**config.mk**
```make
export PLATFORM = sky130hd
export DESIGN_NAME = ps2_player_input
export DESIGN_NICKNAME = d
export VERILOG_FILES = /design/src/rtl/ps2_player_input.sv
export SDC_FILE = /design/constraint.sdc
export NUM_CORES = 1
export LEC_CHECK = 0
export CORE_UTILIZATION = 35
export DETAILED_ROUTE_END_ITERATION = 7
export GPL_ROUTABILITY_DRIVEN = 1
export PLACE_DENSITY = 0.58
export SYNTH_ARGS = -nofsm -noshare
export SYNTH_HDL_FRONTEND = slang
export SYNTH_SLANG_ARGS = --single-unit
```
**constraint.sdc**
```tcl
create_clock -name clk -period 1.9 [get_ports clk]
set_input_delay 0.285 -clock clk [delete_from_list [all_inputs] [get_ports clk]]
set_output_delay 0.285 -clock clk [all_outputs]
set_load 0.02 [all_outputs]
```
**src/rtl/ps2_player_input.sv**
```systemverilog
// PS/2 keyboard receiver and key decoder producing frame-latched P1/P2 controls.
// Controls are snapshotted on frame_tick so the physics step sees stable inputs.
//
// state | meaning
// IDLE  | waiting for a start bit (falling edge with data low)
// SHIFT | collecting data, parity and stop bits; timeout armed
module ps2_player_input #(
  parameter int TIMEOUT_CYCLES = 25000
) (
  input  logic       clk,
  input  logic       rst_n,
  input  logic       ps2_clk,
  input  logic       ps2_data,
  input  logic       frame_tick,
  output logic       p1_move_left,
  output logic       p1_move_right,
  output logic       p1_jump,
  output logic       p1_smash,
  output logic       p2_move_left,
  output logic       p2_move_right,
  output logic       p2_jump,
  output logic       p2_smash,
  output logic       ctrl_valid,
  output logic [7:0] scancode,
  output logic       byte_valid,
  output logic       rx_err
);

  localparam int TW = $clog2(TIMEOUT_CYCLES + 1);

  localparam logic [0:0] IDLE  = 1'b0;
  localparam logic [0:0] SHIFT = 1'b1;

  logic [2:0]    clk_sync;
  logic [1:0]    data_sync;
  logic          fall;
  logic          bit_in;

  logic [0:0]    state;
  logic [3:0]    bitcnt;
  logic [8:0]    shreg;
  logic [TW-1:0] to_cnt;
  logic          timeout;

  logic          ext;
  logic          brk;
  logic [7:0]    held;
  logic [7:0]    cap;
  logic          hit;
  logic [2:0]    idx;
  logic [7:0]    make_set;
  logic [7:0]    raw;
  logic [7:0]    resolved;
  logic [7:0]    ctrl;

  // Sync flops idle high so release from reset never looks like a falling edge.
  always_ff @(posedge clk or negedge rst_n) begin
    if (!rst_n) begin
      clk_sync  <= 3'b111;
      data_sync <= 2'b11;
    end else begin
      clk_sync  <= {clk_sync[1:0], ps2_clk};
      data_sync <= {data_sync[0], ps2_data};
    end
  end

  assign fall    = clk_sync[2] & ~clk_sync[1];
  assign bit_in  = data_sync[1];
  assign timeout = (state == SHIFT) && (to_cnt == TW'(TIMEOUT_CYCLES - 1));

  always_ff @(posedge clk or negedge rst_n) begin
    if (!rst_n) begin
      state      <= IDLE;
      bitcnt     <= 4'd0;
      shreg      <= 9'd0;
      to_cnt     <= '0;
      scancode   <= 8'h00;
      byte_valid <= 1'b0;
      rx_err     <= 1'b0;
    end else begin
      byte_valid <= 1'b0;
      rx_err     <= 1'b0;
      case (state)
        IDLE: begin
          to_cnt <= '0;
          if (fall && !bit_in) begin
            state  <= SHIFT;
            bitcnt <= 4'd1;
          end
        end
        SHIFT: begin
          // Timeout wins over any edge arriving in the same cycle.
          if (timeout) begin
            state  <= IDLE;
            bitcnt <= 4'd0;
            to_cnt <= '0;
            rx_err <= 1'b1;
          end else if (fall) begin
            to_cnt <= '0;
            if (bitcnt == 4'd10) begin
              state  <= IDLE;
              bitcnt <= 4'd0;
              if ((^shreg) && bit_in) begin
                scancode   <= shreg[7:0];
                byte_valid <= 1'b1;
              end else begin
                rx_err <= 1'b1;
              end
            end else begin
              shreg  <= {bit_in, shreg[8:1]};
              bitcnt <= bitcnt + 4'd1;
            end
          end else begin
            to_cnt <= to_cnt + TW'(1);
          end
        end
        default: state <= IDLE;
      endcase
    end
  end

  // Control index: bit 0..3 = P1 left/right/jump/smash, 4..7 = P2.
  always_comb begin
    hit = 1'b1;
    idx = 3'd0;
    if (!ext) begin
      case (scancode)
        8'h1C:   idx = 3'd0;
        8'h23:   idx = 3'd1;
        8'h1D:   idx = 3'd2;
        8'h1B:   idx = 3'd3;
        default: hit = 1'b0;
      endcase
    end else begin
      case (scancode)
        8'h6B:   idx = 3'd4;
        8'h74:   idx = 3'd5;
        8'h75:   idx = 3'd6;
        8'h72:   idx = 3'd7;
        default: hit = 1'b0;
      endcase
    end
  end

  assign make_set = (byte_valid && hit && !brk) ? (8'b1 << idx) : 8'h00;

  always_ff @(posedge clk or negedge rst_n) begin
    if (!rst_n) begin
      ext  <= 1'b0;
      brk  <= 1'b0;
      held <= 8'h00;
    end else if (byte_valid) begin
      if (scancode == 8'hE0) begin
        ext <= 1'b1;
      end else if (scancode == 8'hF0) begin
        brk <= 1'b1;
      end else begin
        if (hit) held[idx] <= ~brk;
        ext <= 1'b0;
        brk <= 1'b0;
      end
    end
  end

  assign raw = held | cap;

  always_comb begin
    resolved    = raw;
    resolved[0] = raw[0] & ~raw[1];
    resolved[1] = raw[1] & ~raw[0];
    resolved[4] = raw[4] & ~raw[5];
    resolved[5] = raw[5] & ~raw[4];
  end

  // A make decoded on the tick cycle is not in raw yet, so it survives into the next frame.
  always_ff @(posedge clk or negedge rst_n) begin
    if (!rst_n) begin
      cap        <= 8'h00;
      ctrl       <= 8'h00;
      ctrl_valid <= 1'b0;
    end else begin
      ctrl_valid <= frame_tick;
      if (frame_tick) begin
        cap  <= make_set;
        ctrl <= resolved;
      end else begin
        cap <= cap | make_set;
      end
    end
  end

  assign p1_move_left  = ctrl[0];
  assign p1_move_right = ctrl[1];
  assign p1_jump       = ctrl[2];
  assign p1_smash      = ctrl[3];
  assign p2_move_left  = ctrl[4];
  assign p2_move_right = ctrl[5];
  assign p2_jump       = ctrl[6];
  assign p2_smash      = ctrl[7];

endmodule

```
==> impl_results.md, run 1 <==
* Ports at 24
* Slew Limit Headroom at 0.695
* Share of layout cells above drive strength 1 at 0.275
* Final Hold Viols at 0
* Final Max Slew Viols at 0
* TritonCTS Sinks at 71
* Tmin final at 1.89 ns
* Die area at 9770 um2
* Final Cycle Share at 0.995
* H-Tree Depth at 3
* Post-DP HPWL at around 4400 um
* Non-Filler Instances at 471
* Register area share after synthesis at 0.543
* Synth async-reset ratio at 1.00
* Pin count of the biggest net entering global routing at 38
* Synth unique cells at 49
* # setup viols final at 0
* Area after DPL at 3890 um2
* Post-route ant nets at 0
* FF-to-FF End: scancode[5]
* Arr. time, crit path at about 2.1 ns
* Post-synthesis cell area at 3280 um2
* Worst reg2reg setup slack at roughly 0.0092 ns
* RSZ-0062 raised after global routing: yes
* Core area at 8890 um2
* CP Max Fanout at 9
* Syn_nets at 300
* Synth warn at 0
* Number of buffers created by CTS at 9
* Hold Path Class: in -> reg
* Via density at 5.04
* Launch point of the worst reg-to-reg path: shreg[2]
* Clock buffer depth at 2
* Worst hold start: ps2_clk
* Worst hold path cell count at 1
* Fmax achieved at 529 MHz
* Routability cong. at 0.791
* CP Capture Type: register
* Vias in the first global route at 2279
* Startpoint types: register
* Final Instance Area at 4260 um2
* Die X at 98.9 um
* Clk Latency, worst-skew pair at 0.34 ns
* Port-buffer cells at 23
* Number of synthesized flops with an enable pin at 0
* Global-route wire length before repair at 10900 um
* Starting Density at 0.369
* Register-to-Register Path Depth at 5
* WS Path Type: reg -> reg
* Vias at 2375
* Global Route Usage Sum at 0.142
* Antenna diodes at 0
* Total routed wirelength at about 6500 um
* CTS tree: yes
* Worst path required time at roughly 2.1 ns
* First DRT Iteration DRCs at 93
* Fin nets at about 370
* Leakage at 0.00195 uW
* DP Cell Count at 446
* VDD IR-drop max at 1.23 mV
* Avg Inst Size Synth at 11.2 um2
* Area growth syn-to-layout at 29.8%
* Setup TNS Final at 0 ns
* Cells after Synth at 292
* Root buffer cell: clkbuf_8
* Hold Path End: clk_sync[0]
* CTS clk-pin slew, worst paths at 0.07 ns
* Synth Flop Type: dfrtp_1
* DRC at 0
* Setup WS pre-CTS at -0.0349 ns
* Antenna violations before repair at 0
* Chip height at 98.9 um
* Site Rows at 34
* Routed wire per std cell at 13.7 um
* Power density of the placed cells at 1170 nW/um2
* Worst Tran Pin Value at 0.458 ns
* Clock skew at 0.00604 ns
* DRT Pass-1 Iters at 4
* Gr ovfl total at 0
* Yosys reg bits at 71
* Max-Cap Viols at 0
* Outcome: completed
* Post-layout worst setup margin at 0.00925 ns
==> per-layer routing <==
layer,part of all wire,vias to the layer above,track usage
met1,0.51,1154,0.202
met5,0,-,0
met2,0.44,34,0.201
li1,-,1175,-
met3,0.033,12,0.0418
met4,0.017,0,0.0586
==> critical path, stage by stage, from the launching register on <==
cell and delay (ns):
dfrtp_1 0.39, xor2_1 0.16, xnor3_1 0.45, xnor2_2 0.24, nand4b_4 0.22, mux2_2 0.32
==> metrics by stage <==
stage	hold slack, ns	utilization	total power (uW)
final	0.344	0.479	4980
after global routing	0.316	0.479	5270
after CTS	0.325	0.461	4810
after detailed placement	0.347	0.438	3620
after global placement	0.347	0.438	3600
after floorplan	-0.0106	-	3040
==> final cells by class <==
type                            count  area (um2)
Tap cell                          108         135
Clock inverter                      6        61.3
Multi-Input combinational cell    197        1540
Inverter                           16        60.1
Fill cell                         822        4630
Clock buffer                       10         128
Sequential cell                    71        1790
Timing Repair Buffer               63         548
==> timing repair <==
action	CTS	global route
setup endpoints to repair	11	29
pin swaps	0	6
gates resized for setup	1	27
hold endpoints to repair	29	0
cloned	0	1
buffers inserted	0	7
hold buffers	1	0
==> worst max-delay path by stage <==
stage | start | slack (ns) | endpoint
2_1_floorplan | scancode[5] | 0.003 | held[5]
3_3_place_gp | to_cnt[6] | -0.006 | bitcnt[2]
3_5_place_dp | to_cnt[6] | -0.03 | bitcnt[2]
4_1_cts | shreg[2] | -0.002 | scancode[2]
5_1_grt | shreg[2] | -0.06 | scancode[3]
6_report | shreg[2] | 0.009 | scancode[5]
==> synthesized netlist by cell type (all sizes together), types with 2 or more instances <==
cell type / n / area, um2
and3: 6 / 37.5
nand4: 7 / 43.8
xor2: 10 / 87.6
mux2i: 6 / 60.1
mux2: 17 / 191
nand3: 14 / 70.1
o21ai: 7 / 35.0
nor2: 34 / 128
nand2: 15 / 56.3
ha: 3 / 37.5
dfrtp: 66 / 1650
dfstp: 5 / 131
inv: 16 / 60.1
and4: 2 / 17.5
o22ai: 4 / 25.0
a31oi: 7 / 43.8
nor4b: 2 / 17.5
a21oi: 8 / 40.0
a21o: 2 / 15.0
clkbuf: 6 / 22.5
nor2b: 6 / 37.5
nor3b: 3 / 22.5
nand3b: 3 / 22.5
nor4bb: 4 / 40.0
a22o: 3 / 26.3
o41ai: 3 / 26.3
xnor2: 10 / 95.1
o2bb2ai: 2 / 17.5
buf: 2 / 10.0
==> placed cells by master (no fill, tap or decap), types with 6 or more instances in the layout <==
cell | Yosys | routed
nand2_1 | 15 | 14
mux2_2 | 17 | 8
nand3_1 | 14 | 13
and3_1 | 6 | 6
mux2_4 | 0 | 9
nand4_1 | 7 | 7
dfrtp_1 | 66 | 61
clkbuf_8 | 0 | 9
clkdlybuf4s50_1 | 0 | 22
mux2i_1 | 6 | 6
xnor2_1 | 9 | 8
inv_1 | 16 | 16
buf_4 | 0 | 36
a31oi_1 | 7 | 7
o21ai_0 | 7 | 6
xor2_1 | 10 | 10
a21oi_1 | 8 | 7
nor2_1 | 34 | 34
==> power by group <==
part	leakage, uW	internal (uW)	switching [uW]
Combinational	0.000922	1030	779
Sequential	0.000928	1750	248
Clock	0.0000960	602	564
Total	0.00195	3390	1590
==> sequential cells by signal, summed over array words and instances (netlist names) <==
| register | flops |
|---|---|
| to_cnt | 15 |
| shreg | 9 |
| cap | 8 |
| ctrl | 8 |
| held | 8 |
| scancode | 8 |
| bitcnt | 4 |
| clk_sync | 3 |
| data_sync | 2 |
| brk | 1 |
| byte_valid | 1 |
| ctrl_valid | 1 |
| ext | 1 |
| rx_err | 1 |
| state | 1 |
==> cell families after synthesis <==
kind of cell | share of synthesized area
flip-flops | 0.543
buffers and inverters | 0.0282
AND/OR/NAND/NOR | 0.181
XOR/XNOR | 0.0625
AO/OA/AOI/OAI | 0.0968
multiplexers | 0.0766
adder cells (fa/ha/maj) | 0.0114
No activity file was read; power rests on OpenSTA's default activity.
==> run 2: changes to the inputs <==
--- a/config.mk
+++ b/config.mk
@@ -5,6 +5,7 @@
 export SDC_FILE = /design/constraint.sdc
 export NUM_CORES = 1
 export LEC_CHECK = 0
+export CORE_MARGIN = 1.5
 export CORE_UTILIZATION = 35
 export DETAILED_ROUTE_END_ITERATION = 7
 export GPL_ROUTABILITY_DRIVEN = 1
==> run 2 against run 1 <==
Effect of this change: register-to-register slack improved by 0.03 ns; critical path depth is 2 higher; core utilization is 1.5 points lower; non-clock buffer count shrank 1; clock skew grew 0.0040 ns; power about the same; largest cell class unchanged; largest power group unchanged.
==> impl_results.md, run 2 (same netlist as run 1, synthesis figures left out) <==
* Routed wire per std cell at 13.7 um (about the same)
* GR Util met1 at 0.192 (-0.0107)
* Site Rows at 35 (+2.9%)
* Antenna violations before repair at 0 (unchanged)
* Clock skew at 0.0101 ns (+0.00405 ns)
* CP Max Fanout at 5 (-4)
* Number of buffers created by CTS at 9 (unchanged)
* Internal at 3400 uW (+0.31%)
* Clk pwr share at 0.225 (-0.009)
* Fmax achieved at 537 MHz (+1.6%)
* Final Instance Area at 4250 um2 (-0.29%)
* DRT Pass-1 Iters at 4 (unchanged)
* Flop pwr share at 0.400 (-0.002)
* Hold Path Class: in -> reg
* Final Hold Viols at 0 (unchanged)
* Most frequent cells in the layout: dfrtp_1 (62), buf_4 (36), nor2_1 (34)
* WS Path Type: reg -> reg
* Post-DP HPWL at 4440 um (+1.8%)
* Power density of the placed cells at 1170 nW/um2 (+0.20%)
* Total routed wirelength at 6470 um (+0.28%)
* Chip height at 99.9 um (+1.0%)
* VDD IR-drop max at 1.06 mV (-14%)
* Global-route wire length before repair at 11200 um (+2.9%)
* Vias in the first global route at 2321 (+1.8%)
* Area after DPL at 3930 um2 (+1.0%)
* Slew Limit Headroom at 0.623 (-0.0717)
* GR Util met3 at 0.0383 (-0.00354)
* Largest Register: to_cnt
* Share of layout cells above drive strength 1 at 0.277 (+0.00153)
* # setup viols final at 0 (unchanged)
* Antenna diodes at 0 (unchanged)
* Leakage at 0.00194 uW (-0.56%)
* Starting Density at 0.359 (-0.0106)
* Root buffer cell: clkbuf_8
* Final Max Slew Viols at 0 (unchanged)
* Area growth syn-to-layout at 29.4%
* Die area at 9970 um2 (+2.0%)
* Grt peak-use layer: met2
* CP Capture Type: register
* P_sw at 1580 uW (-0.95%)
* Ports at 24 (unchanged)
* Worst path required time at 2.12 ns (about the same)
* Flip-flop count of the largest register after layout at 15 (unchanged)
* Startpoint types: register
* Non-Filler Instances at 472 (+0.21%)
* Global Route Usage Sum at 0.141 (-0.000688)
* Port-buffer cells at 23 (unchanged)
* Vias at 2367 (-0.34%)
* RSZ-0062 raised after global routing: yes
* CTS tree: yes
* Die X at 99.9 um (+1.0%)
* Clk Latency, worst-skew pair at 0.34 ns (about the same)
* Max-Cap Viols at 0 (unchanged)
* Core area at 9150 um2 (+2.9%)
* CTS clk-pin slew, worst paths at 0.07 ns (about the same)
* Arr. time, crit path at 2.08 ns (-0.04 ns)
* Outcome: completed
* DP Cell Count at 452 (+1.3%)
* Pin count of the biggest net entering global routing at 30 (-21%)
* TritonCTS Sinks at 71 (unchanged)
* DRC at 0 (unchanged)
* Gr ovfl total at 0 (unchanged)
* Post-route ant nets at 0 (unchanged)
* Combinational share of power at 0.375 (+0.011)
* Fin util at 0.464 (-0.0151)
* First DRT Iteration DRCs at 133 (+43%)
* Top flop regs: to_cnt x15, shreg x9
* Via density at 5.01 (-0.55%)
* GRT met2 Usage at 0.220 (+0.0186)
* Final Power at 4970 uW (about the same)
* Tmin final at 1.86 ns (-0.0295 ns)
* Final Cycle Share at 0.980 (-0.0155)
* Clock buffer depth at 2 (unchanged)
* H-Tree Depth at 3 (unchanged)
* Worst Tran Pin Value at 0.566 ns (+0.107 ns)
* Fin nets at 365 (-0.27%)
* Sw Share at 0.317 (-0.00274)
* Routability cong. at 0.835 (+5.6%)
* Most common cell after layout, fill and taps aside: dfrtp_1
run 2: final timing paths:
path	startpoint	slack, ns	cells after the start	end
setup reg to reg	to_cnt[1]	0.04	7	shreg[5]
hold / removal	ps2_clk	0.35	1	clk_sync[0]
hold reg to reg	data_sync[0]	0.36	0	data_sync[1]
setup / recovery	to_cnt[1]	0.04	7	shreg[5]
min in group asynchronous	rst_n	0.47	2	cap[0]
max in group asynchronous	rst_n	0.81	3	data_sync[0]
run 2: worst max-delay path, cell delays in order (launching register included):
cell     delay, ns
dfrtp_1       0.38
ha_2          0.19
and4_4        0.19
nand4_1       0.14
nand2_2       0.09
nor3b_2       0.23
buf_4         0.19
mux2_2        0.33
run 2: cell type report:
type / count / area (um2)
tap: 111 / 139
multi-input combinational: 197 / 1530
clock inverter: 3 / 17.5
fill: 839 / 4900
sequential: 71 / 1790
clock buffer: 12 / 165
timing repair buffer: 62 / 546
inverter: 16 / 60.1
run 2: metrics by stage:
step	setup WS, ns	setup TNS [ns]	hold WS [ns]
6_report	0.0388	0	0.348
5_1_grt	-0.0652	-0.799	0.348
4_1_cts	0.0167	0	0.332
3_5_place_dp	-0.0468	-0.0605	0.318
3_3_place_gp	-0.0160	-0.0160	0.321
2_1_floorplan	0.00304	0	-0.0106
run 2: repair_timing:
action | in CTS | in global routing
pin swaps | 2 | 10
hold buffers | 1 | 0
endpoints found under the setup margin | 4 | 27
gates cloned | 0 | 1
setup buffers | 0 | 3
resized for setup | 2 | 21
hold endpoints to repair | 20 | 0
run 2: per-layer routing:
layer	share of wire	wire, um	up-vias
met5	0	0	-
met4	0.014	91	0
met3	0.036	235	10
met2	0.47	3030	40
met1	0.48	3120	1150
li1	-	-	1167
run 2: power groups by stage:
stage | clock network [uW] | logic [uW] | registers, uW
after floorplan | 0 | 964 | 2080
after global routing | 1230 | 2030 | 2020
after detailed placement | 0 | 1770 | 2000
final | 1120 | 1870 | 1990
after global placement | 0 | 1750 | 2000
after CTS | 1150 | 1770 | 1980
==> run 3: changes to the inputs <==
--- a/config.mk
+++ b/config.mk
@@ -5,11 +5,10 @@
 export SDC_FILE = /design/constraint.sdc
 export NUM_CORES = 1
 export LEC_CHECK = 0
-export CORE_MARGIN = 1.5
+export CORE_MARGIN = 5
 export CORE_UTILIZATION = 35
 export DETAILED_ROUTE_END_ITERATION = 7
 export GPL_ROUTABILITY_DRIVEN = 1
-export PLACE_DENSITY = 0.58
 export SYNTH_ARGS = -nofsm -noshare
 export SYNTH_HDL_FRONTEND = slang
 export SYNTH_SLANG_ARGS = --single-unit
==> run 3 against run 2 <==
Effect of this change: the run now ends with negative setup slack left; non-clock buffer count up 9; via count up 3.0%; sequential share of layout area down 0.85 points; core utilization up 0.76 points; clock skew down 0.0031 ns; setup slack worse by 0.039 ns; first-iteration DRC count down 50%; fmax down 2.1%; wire length up 2.8%; clock power up 6%; register-to-register slack worse by 0.04 ns; largest cell class unchanged.
==> impl_results.md, run 3 (same netlist as run 1, synthesis figures left out) <==
* Gr ovfl total at 0 (unchanged)
* Clk pwr share at 0.218 (-0.007)
* Hold Path End: data_sync[0]
* CTS tree: yes
* Arr. time, crit path at 2.12 ns (+0.04 ns)
* WS Path Type: reg -> reg
* Ports at 24 (unchanged)
* Site Rows at 35 (unchanged)
* Metal2 WL at 3220 um (+6.4%)
* Combinational share of power at 0.421 (+0.046)
* CTS clk-pin slew, worst paths at 0.08 ns (about the same)
* Core area at 9200 um2 (+0.48%)
* Startpoint types: register
* Total routed wirelength at 6650 um (+2.8%)
* Global-route wire length before repair at 11500 um (+3.1%)
* Vias at 2437 (+3.0%)
* Vias in the first global route at 2353 (+1.4%)
* Routed wire per std cell at 13.8 um (+0.43%)
* FF-to-FF End: scancode[1]
* Fin nets at 375 (+2.7%)
* Post-route ant nets at 0 (unchanged)
* CP Capture Type: register
* Worst hold start: ps2_data
* Most frequent cells in the layout: dfrtp_1 (61), buf_4 (43), nor2_1 (34)
* Fmax achieved at 526 MHz (-2.1%)
* Wire length on met3 at 177 um (-25%)
* Worst path required time at 2.12 ns (about the same)
* H-Tree Depth at 3 (unchanged)
* Routability cong. at 0.818 (-2.0%)
* Clk Latency, worst-skew pair at 0.33 ns (about the same)
* Post-DP HPWL at 4420 um (-0.59%)
* Flop pwr share at 0.360 (-0.040)
* Final Power at 5460 uW (+9.8%)
* Root buffer cell: clkbuf_8
* Number of buffers created by CTS at 9 (unchanged)
* Crit path depth at 6 (-1)
* Largest Register: to_cnt
* Crit-path cells: xnor2_1, xnor3_1, xnor2_2, buf_4, nand4b_4, mux2_2
* Outcome: finished, violations left
* Worst reg2reg setup slack at -0.0004 ns (-0.04 ns)
* Crit path max-delay family: XOR/XNOR gates
* TritonCTS Sinks at 71 (unchanged)
* Tmin final at 1.90 ns (+0.0392 ns)
* P_sw at 1800 uW (+14%)
* Failing checks: negative setup slack
* Leakage at 0.00199 uW (+2.8%)
* Final Instance Area at 4340 um2 (+2.1%)
* Area after DPL at 3980 um2 (+1.3%)
* Launch point of the worst reg-to-reg path: shreg[7]
* Power density of the placed cells at 1260 nW/um2 (+7.5%)
* Final Cycle Share at 1.00 (+0.0206)
* Pin count of the biggest net entering global routing at 72 (+140%)
* Area growth syn-to-layout at 32.1%
* Worst Tran Pin Value at 0.529 ns (-0.0368 ns)
* Worst hold path cell count at 1 (unchanged)
* Slowest stage delay, CP at 0.45 ns (+0.07 ns)
* # setup viols final at 1 (+1)
* Slew Limit Headroom at 0.646 (+0.0232)
* Sw Share at 0.329 (+0.0125)
* Met1 wire length at 3130 um (+0.35%)
* Share of layout cells above drive strength 1 at 0.298 (+0.0214)
* WP buf/inv at 1 (unchanged)
* CP max stage cell: xnor3_1
* Most common cell after layout, fill and taps aside: dfrtp_1
* Fin util at 0.472 (+0.00759)
* DRT Pass-1 Iters at 4 (unchanged)
* Global Route Usage Sum at 0.125 (-0.0165)
* Max-Cap Viols at 0 (unchanged)
* Top flop regs: to_cnt x15, shreg x9
* Final Hold Viols at 0 (unchanged)
* Clock skew at 0.00696 ns (-0.00313 ns)
* Hold Path Class: in -> reg
* Die X at 107 um (+7.0%)
* Via density at 5.05 (+0.61%)
* Flip-flop count of the largest register after layout at 15 (unchanged)
* RSZ-0062 raised after global routing: yes
* Top Layer Used: met4
* Clock buffer depth at 2 (unchanged)
* Starting Density at 0.357 (-0.00171)
* Post-layout worst setup margin at -0.000384 ns (-0.0392 ns)
* First DRT Iteration DRCs at 67 (-50%)
* Port-buffer cells at 23 (unchanged)
* Register-to-Register Path Depth at 6 (-1)
* DRC at 0 (unchanged)
* Antenna diodes at 0 (unchanged)
* Final Max Slew Viols at 0 (unchanged)
* Internal at 3660 uW (+7.8%)
* CP Max Fanout at 5 (unchanged)
* Antenna violations before repair at 0 (unchanged)
* VDD IR-drop max at 0.677 mV (-36%)
* Die area at 11400 um2 (+15%)
* Chip height at 107 um (+7.0%)
* Fillcell total at 864 (+3.0%)
## run 3: timing repair
action / in CTS / in global routing
cloned: 1 / 0
setup endpoints to repair: 20 / 30
setup buffers: 4 / 4
endpoints found under the hold margin: 66 / 0
hold buffers: 1 / 0
resized for setup: 3 / 14
pin swaps: 4 / 5
## run 3: power by group through the flow
stage / sequential (uW) / combinational [uW] / clock, uW
after detailed placement: 2000 / 1800 / 0
after global placement: 1990 / 1780 / 0
final: 1970 / 2300 / 1190
after floorplan: 2080 / 964 / 0
after CTS: 1960 / 2220 / 1230
after global routing: 2000 / 2460 / 1290
## run 3: per-stage QoR
| step | hold slack [ns] | std cells | setup WS (ns) | TNS, ns |
|---|---|---|---|---|
| after global placement | 0.343 | 457 | -0.00287 | -0.0170 |
| final | 0.347 | 483 | -0.000384 | -0.000384 |
| after floorplan | -0.0106 | 292 | 0.00304 | 0 |
| after CTS | 0.335 | 479 | -0.0171 | -0.0582 |
| after detailed placement | 0.348 | 457 | -0.0352 | -0.266 |
| after global routing | 0.332 | 483 | -0.0741 | -1.01 |
## run 3: how the worst max path moves through the flow
stage	from	to	slack (ns)
2_1_floorplan	scancode[5]	held[5]	0.003
3_3_place_gp	to_cnt[0]	shreg[1]	-0.003
3_5_place_dp	to_cnt[0]	shreg[1]	-0.04
4_1_cts	shreg[7]	scancode[1]	-0.02
5_1_grt	to_cnt[0]	shreg[1]	-0.07
6_report	shreg[7]	scancode[1]	-0.0004
## run 3: area by class of cell
| class | count | area (um2) | share of cell area |
|---|---|---|---|
| multi-input cells | 198 | 1520 | 0.351 |
| clock inverters | 7 | 72.6 | 0.0167 |
| well taps | 111 | 139 | 0.0320 |
| repair buffers | 71 | 629 | 0.145 |
| flip-flops and latches | 71 | 1790 | 0.412 |
| clock buffers | 9 | 124 | 0.0286 |
| inverters | 16 | 60.1 | 0.0138 |
## run 3: metal layers
metal | track usage | up-vias
met2 | 0.197 | 37
met5 | 0 | -
met1 | 0.166 | 1189
met4 | 0.0575 | 0
li1 | - | 1200
met3 | 0.0235 | 11
